$ cat src/rtl/alu_chain_pkg.sv
// Shared types and constants for the multi-byte ALU sequencer.
package alu_chain_pkg;

    typedef enum logic [1:0] {
        StIdle,
        StRun,
        StDone
    } state_e;

    localparam logic [3:0] ALU_ADD = 4'h0;
    localparam logic [3:0] ALU_SUB = 4'h1;

    // Byte-index counter width; a single-byte build still needs one bit.
    function automatic int unsigned idx_width(input int unsigned nbytes);
        return (nbytes <= 1) ? 1 : $clog2(nbytes);
    endfunction

endpackage

$ cat src/rtl/alu_chain.sv
// Multi-byte sequencer driving an external 8-bit combinational ALU, LSB byte first.
// Optional feature: define ALU_CHAIN_ZERO_EN to build the registered result-is-zero flag.
module alu_chain
    import alu_chain_pkg::*;
#(
    parameter int unsigned NBYTES = 2
) (
    input  logic                  clk,
    input  logic                  rst_n,
    input  logic                  req_valid_i,
    output logic                  req_ready_o,
    input  logic [3:0]            req_op_i,
    input  logic [8*NBYTES-1:0]   req_a_i,
    input  logic [8*NBYTES-1:0]   req_b_i,
    input  logic                  req_cin_i,
    output logic                  rsp_valid_o,
    input  logic                  rsp_ready_i,
    output logic [8*NBYTES-1:0]   rsp_data_o,
    output logic                  rsp_cout_o,
    output logic                  rsp_zero_o,
    output logic [7:0]            alu_a_o,
    output logic [7:0]            alu_b_o,
    output logic                  alu_cin_o,
    output logic [3:0]            alu_sel_o,
    input  logic [7:0]            alu_out_i,
    input  logic                  alu_cout_i
);

    localparam int unsigned IdxW = idx_width(NBYTES);
    localparam int unsigned W    = 8 * NBYTES;

    state_e          state_q;
    logic [IdxW-1:0] idx_q;
    logic            carry_q;
    logic [3:0]      op_q;
    logic [W-1:0]    a_q;
    logic [W-1:0]    b_q;
    logic [W-1:0]    res_q;
    logic [W-1:0]    res_d;
    logic            cout_q;
    logic [7:0]      a_byte;
    logic [7:0]      b_byte;
    logic            running;
    logic            last_byte;

    // Byte select and result write-back share the same index decode.
    always_comb begin
        a_byte = '0;
        b_byte = '0;
        res_d  = res_q;
        for (int unsigned i = 0; i < NBYTES; i++) begin
            if (idx_q == IdxW'(i)) begin
                a_byte           = a_q[8*i +: 8];
                b_byte           = b_q[8*i +: 8];
                res_d[8*i +: 8]  = alu_out_i;
            end
        end
    end

    assign running   = (state_q == StRun);
    assign last_byte = (idx_q == IdxW'(NBYTES - 1));

    assign alu_a_o   = running ? a_byte  : '0;
    assign alu_b_o   = running ? b_byte  : '0;
    assign alu_cin_o = running ? carry_q : 1'b0;
    assign alu_sel_o = running ? op_q    : '0;

    assign req_ready_o = (state_q == StIdle);
    assign rsp_valid_o = (state_q == StDone);
    assign rsp_data_o  = res_q;
    assign rsp_cout_o  = cout_q;

`ifdef ALU_CHAIN_ZERO_EN
    logic zero_q;
    assign rsp_zero_o = zero_q;
`else
    assign rsp_zero_o = 1'b0;
`endif

    always_ff @(posedge clk or negedge rst_n) begin
        if (!rst_n) begin
            state_q <= StIdle;
            idx_q   <= '0;
            carry_q <= 1'b0;
            op_q    <= '0;
            a_q     <= '0;
            b_q     <= '0;
            res_q   <= '0;
            cout_q  <= 1'b0;
`ifdef ALU_CHAIN_ZERO_EN
            zero_q  <= 1'b0;
`endif
        end else begin
            unique case (state_q)
                StIdle: begin
                    if (req_valid_i) begin
                        op_q    <= req_op_i;
                        a_q     <= req_a_i;
                        b_q     <= req_b_i;
                        carry_q <= req_cin_i;
                        idx_q   <= '0;
                        state_q <= StRun;
                    end
                end
                StRun: begin
                    res_q   <= res_d;
                    carry_q <= alu_cout_i;
                    if (last_byte) begin
                        cout_q  <= alu_cout_i;
`ifdef ALU_CHAIN_ZERO_EN
                        zero_q  <= (res_d == '0);
`endif
                        state_q <= StDone;
                    end else begin
                        idx_q <= idx_q + IdxW'(1);
                    end
                end
                StDone: begin
                    if (rsp_ready_i) begin
                        state_q <= StIdle;
                    end
                end
                default: state_q <= StIdle;
            endcase
        end
    end

endmodule
$ cat config.mk
export PLATFORM = sky130hd
export DESIGN_NAME = alu_chain
export DESIGN_NICKNAME = d
export VERILOG_FILES = /design/src/rtl/alu_chain_pkg.sv /design/src/rtl/alu_chain.sv
export SDC_FILE = /design/constraint.sdc
export NUM_CORES = 1
export LEC_CHECK = 0
export CORE_ASPECT_RATIO = 0.9
export CORE_MARGIN = 2
export CORE_UTILIZATION = 46
export DETAILED_ROUTE_END_ITERATION = 8
export PLACE_DENSITY = 0.81
export SYNTH_ARGS = -nofsm -noshare
export SYNTH_HDL_FRONTEND = slang
export SYNTH_SLANG_ARGS = --single-unit
$ cat constraint.sdc
create_clock -name clk -period 1.8 [get_ports clk]
set_clock_uncertainty 0.1 [all_clocks]
set_input_delay 0.36 -clock clk [delete_from_list [all_inputs] [get_ports clk]]
set_output_delay 0.36 -clock clk [all_outputs]
set_load 0.05 [all_outputs]
=== Yosys cells after proc, flatten, opt, wreduce, memory -nomap -nowiden ===
Cells that the tools add are included.

* Bits in registers: 57
* Output and inout bits: 41
* Input port bits: 50
* Logic and storage cells: 38
* Memory bits (read-only): 0
* RAM bits: 0
* Latch bits: 0
* Memories: 0

* Equality and inequality tests: 5
* Shift-type cells: 0
* Divide/modulo/power cells: 0
* Bitwise gates (word level): 1
* Reductions and logical operators: 7
* Add/subtract/negate cells: 1
* Order comparisons: 0
* Muxes and demuxes: 15
* Multipliers: 0

{| class="wikitable"
|+ Operators by type and width
! operator !! count
|-
| $mux W8 || 4
|-
| $reduce_and A2 Y1 || 4
|-
| $mux W2 || 3
|-
| $pmux W2 S3 || 1
|-
| $mux W1 || 4
|-
| $mux W4 || 1
|-
| $ne A2 B2 Y1 const B || 2
|-
| $pmux W1 S2 || 2
|-
| $reduce_and A3 Y1 || 1
|-
| $eq A2 B1 Y1 const B || 1
|-
| $eq A2 B2 Y1 const B || 1
|-
| $logic_not A2 Y1 || 1
|-
| $ne A2 B1 Y1 const B || 1
|-
| $reduce_bool A2 Y1 || 1
|-
| $add A1 B1 Y1 const B || 1
|-
| $not A1 Y1 || 1
|}

=== Longest topological paths before layout ===
* Depth in word-level cells: 3
* Mapped depth: 5
* Depth with buffers taken out: 3

=== Worst setup path after synthesis ===
No wires, ideal clock.

* Path type: reg-to-output
* Start: reg state_q[1]
* End: out alu_a_o[5]
* Cell stages (with the launch flop): 5
* Buffers on the path: 2
* Data arrival time: 1,547 ps
* Setup slack: -207 ps
* Data required time: 1,340 ps
* Path through: dfrtp_1 -> nand2b_2 -> buf_6 -> buf_2 -> nor2_1

* Cells in the longest elaborated chain, start to end: 2

{| class="wikitable"
|+ RTL lines
! what !! line !! text
|-
| from (decl) || alu_chain.sv:32 || <nowiki>state_e state_q;</nowiki>
|-
| from (signal assigned) || alu_chain.sv:82 || <nowiki>state_q <= StIdle;</nowiki>
|-
| from (signal assigned) || alu_chain.sv:102 || <nowiki>state_q <= StRun;</nowiki>
|-
| from (signal assigned) || alu_chain.sv:113 || <nowiki>state_q <= StDone;</nowiki>
|-
| $eq A2 B1 Y1 || alu_chain.sv:60 || <nowiki>assign running = (state_q == StRun);</nowiki>
|-
| $mux W8 || alu_chain.sv:63 || <nowiki>assign alu_a_o = running ? a_byte : '0;</nowiki>
|-
| to (decl) || alu_chain.sv:21 || <nowiki>output logic [7:0] alu_a_o,</nowiki>
|}

No other way between the ends.

=== Worst setup path after layout ===
* Start: reg idx_q
* End: out alu_b_o[2]

* Cells in the longest elaborated chain, start to end: 2

{| class="wikitable"
|+ RTL lines
! what !! line !! text
|-
| from (decl) || alu_chain.sv:33 || <nowiki>logic [IdxW-1:0] idx_q;</nowiki>
|-
| from (signal assigned) || alu_chain.sv:115 || <nowiki>idx_q <= idx_q + IdxW'(1);</nowiki>
|-
| $mux W8 || alu_chain.sv:52 || <nowiki>if (idx_q == IdxW'(i)) begin</nowiki>
|-
| $mux W8 || alu_chain.sv:64 || <nowiki>assign alu_b_o = running ? b_byte : '0;</nowiki>
|-
| to (decl) || alu_chain.sv:22 || <nowiki>output logic [7:0] alu_b_o,</nowiki>
|}

No other way between the ends.

==> out/results.ini <==
[worst_setup_path]
crit_arrival_ns = 1.46
cp.required_ns = 1.34
end_kind = output pin
path_max_fanout = 8
crit_start = idx_q
path_class = reg -> out
r2r_start = state_q[1]
cp-start-kind = register

[worst_hold_path]
min_path_type = reg -> reg
min-delay-start = rsp_data_o[13]

[floorplan]
top_level_ports = 91
die_h_um = 76.85
fp.dieArea_um2 = 6528
fp.dieW_um = 84.95
fp.coreArea_um2 = 5693
num_rows = 26
start_util = 0.4765

[outcome]
status = complete, but fails checks
failed_checks = setup timing

[synthesis]
synthMuxAreaShare = 0.3367
netlist_area_um2 = 2713
synth_xor_area_frac = 0
yosys.area_share.simple = 0.08026
post_synth.cell_area_avg_um2 = 15.41
synth_compound_gate_area_share = 0.005074
synth_edf_count = 0
ys.flop_type = dfrtp_1
synth_seq_cells = 57
syn_inst = 176
yosysTopAreaCellShare = 0.5258
synth_area_leaders = dfrtp_1, mux2_4, mux2i_1
synth_top_family_by_area = multiplexers
synth_fa_ha_area_frac = 0
yosys.area.top_type = dfrtp_1
synth_cell_types = 22
yosysWarnings = 0
synth_seq_area_share = 0.5258
async_flop_share = 1.000
synthesis.nets = 226

[placement]
post-dp-hpwl_mm = 4.061
portBuffers = 89
place_congestion = 0.7474
dpl_cell_area_um2 = 3864
place_ws_ns = -0.09434

[final_layout]
fin_area_um2 = 4472
diodes = 0
drive_above_1_share = 0.5882
utilization = 0.7855
final_common_cell = dfrtp_1
nets = 335
fillers = 333
mostFrequentLayoutCells = dfrtp_1, clkdlybuf4s50_1, mux2_4
areaGrowthSynthToFinish_pct = 64.85

[global_route]
antenna_found_initial = 0
grt_usage = 0.2251
grt_max_degree = 58
grt_pass1_wl_mm = 10.99
grt_overflow_total = 0
grt_pass1_vias = 2022

[sta]
hold_violations = 0
slew_viol_final = 0
setup_tns_ns = -1.488
rsz0062_at_grt = yes
setup_violations = 16
finalCriticalPeriod_ns = 1.920
max_freq_ghz = 0.5207
setup_ws_ns = -0.1204
post-route-period-util = 1.067

[power]
peakVddDrop_v = 0.001535
power.density_nw_per_um2 = 2315
power.leakage_uw = 0.001931
power_uw = 10350

[clock_network]
cts_tree = done
worstSkewPairLatency_ns = 0.34
cts.htree.levels = 3
clkTransAtPathRegs_ns = 0.07
cts.sinks = 57
cts-root-buf = clkbuf_8
clockBufferDepth = 2
cts_buffers = 9

[drt]
viasPerCell = 5.064
drt_iter0_drc = 42
firstDrtPassIters = 4
wl_per_cell_um = 18.58
vias = 1818
finalWirelength_mm = 6.671
ant_nets = 0
drcViolationCount = 0

[flow_run]
maxCapViolations = 0

==> worst max-delay path, stage by stage (launching register included) <==
cell	delay (ns)
dfrtp_2	0.42
buf_12	0.18
mux2i_4	0.30
nor2_4	0.06
buf_12	0.15
==> routing by layer <==
metal,global-route usage,share of wire
met2,0.3508,0.48
met1,0.2905,0.44
met3,0.08934,0.065
met5,0,0
met4,0.06667,0.015
==> registers in the layout (all words and copies together) (netlist names) <==
signal / cells
idx_q: 1
op_q: 4
rsp_cout_o: 1
state_q: 2
b_q: 16
rsp_data_o: 16
carry_q: 1
a_q: 16
==> metrics by stage <==
step / hold WS (ns) / std cells
after floorplan: -0.03559 / 176
after global placement: 0.2825 / 337
after detailed placement: 0.2848 / 337
after CTS: 0.4137 / 358
after global routing: 0.4289 / 359
final: 0.4109 / 359
==> power by group <==
group          internal (µW)  switching, µW
Combinational           3360           3310
Sequential              1950            611
Clock                    625            505
==> cell usage after synthesis, types with 2 or more instances <==
cell,n
mux2_4,39
and2_1,5
buf_6,2
nor3_1,3
mux2_2,14
nor2_8,2
inv_1,2
dfrtp_1,57
nor2_1,19
buf_12,4
nand2_1,2
mux2i_1,17
==> cell type report <==
cell class	instances	area [µm²]	area share
Clock buffer	11	131.4	0.02938
Clock inverter	4	45.04	0.01007
Inverter	2	7.507	0.001679
Multi-Input combinational cell	108	1475	0.3299
Sequential cell	57	1428	0.3193
Tap cell	70	87.58	0.01959
Timing Repair Buffer	107	1297	0.2902
==> repair_timing <==
action                                  in CTS  in global routing
pin swaps                                    5                  0
gates resized for setup                     83                  1
buffers inserted                             5                  1
endpoints found under the setup margin      23                 22
gates cloned                                 0                  0
hold buffers                                 1                  0
endpoints found under the hold margin       57                  0
==> path summary, 6_finish.rpt <==
path	to	slack [ns]	depth (start not counted)
min in group asynchronous	rsp_data_o[0]	0.45	3
max in group asynchronous	b_q[12]	0.89	3
worst min-delay path	rsp_data_o[13]	0.41	1
worst max register to register	b_q[7]	0.16	5
worst min register to register	rsp_data_o[13]	0.41	1
worst max-delay path	alu_b_o[2]	-0.12	4
==> cells by family (layout without fill, tap and decap cells) <==
group | count (synthesis) | count (layout)
AOI/OAI and AO/OA | 2 | 2
buffers and inverters | 11 | 124
DFF | 57 | 57
muxes | 70 | 70
other | 1 | 1
and+or+nand+nor | 35 | 35
(Power assumes the default switching activity.)
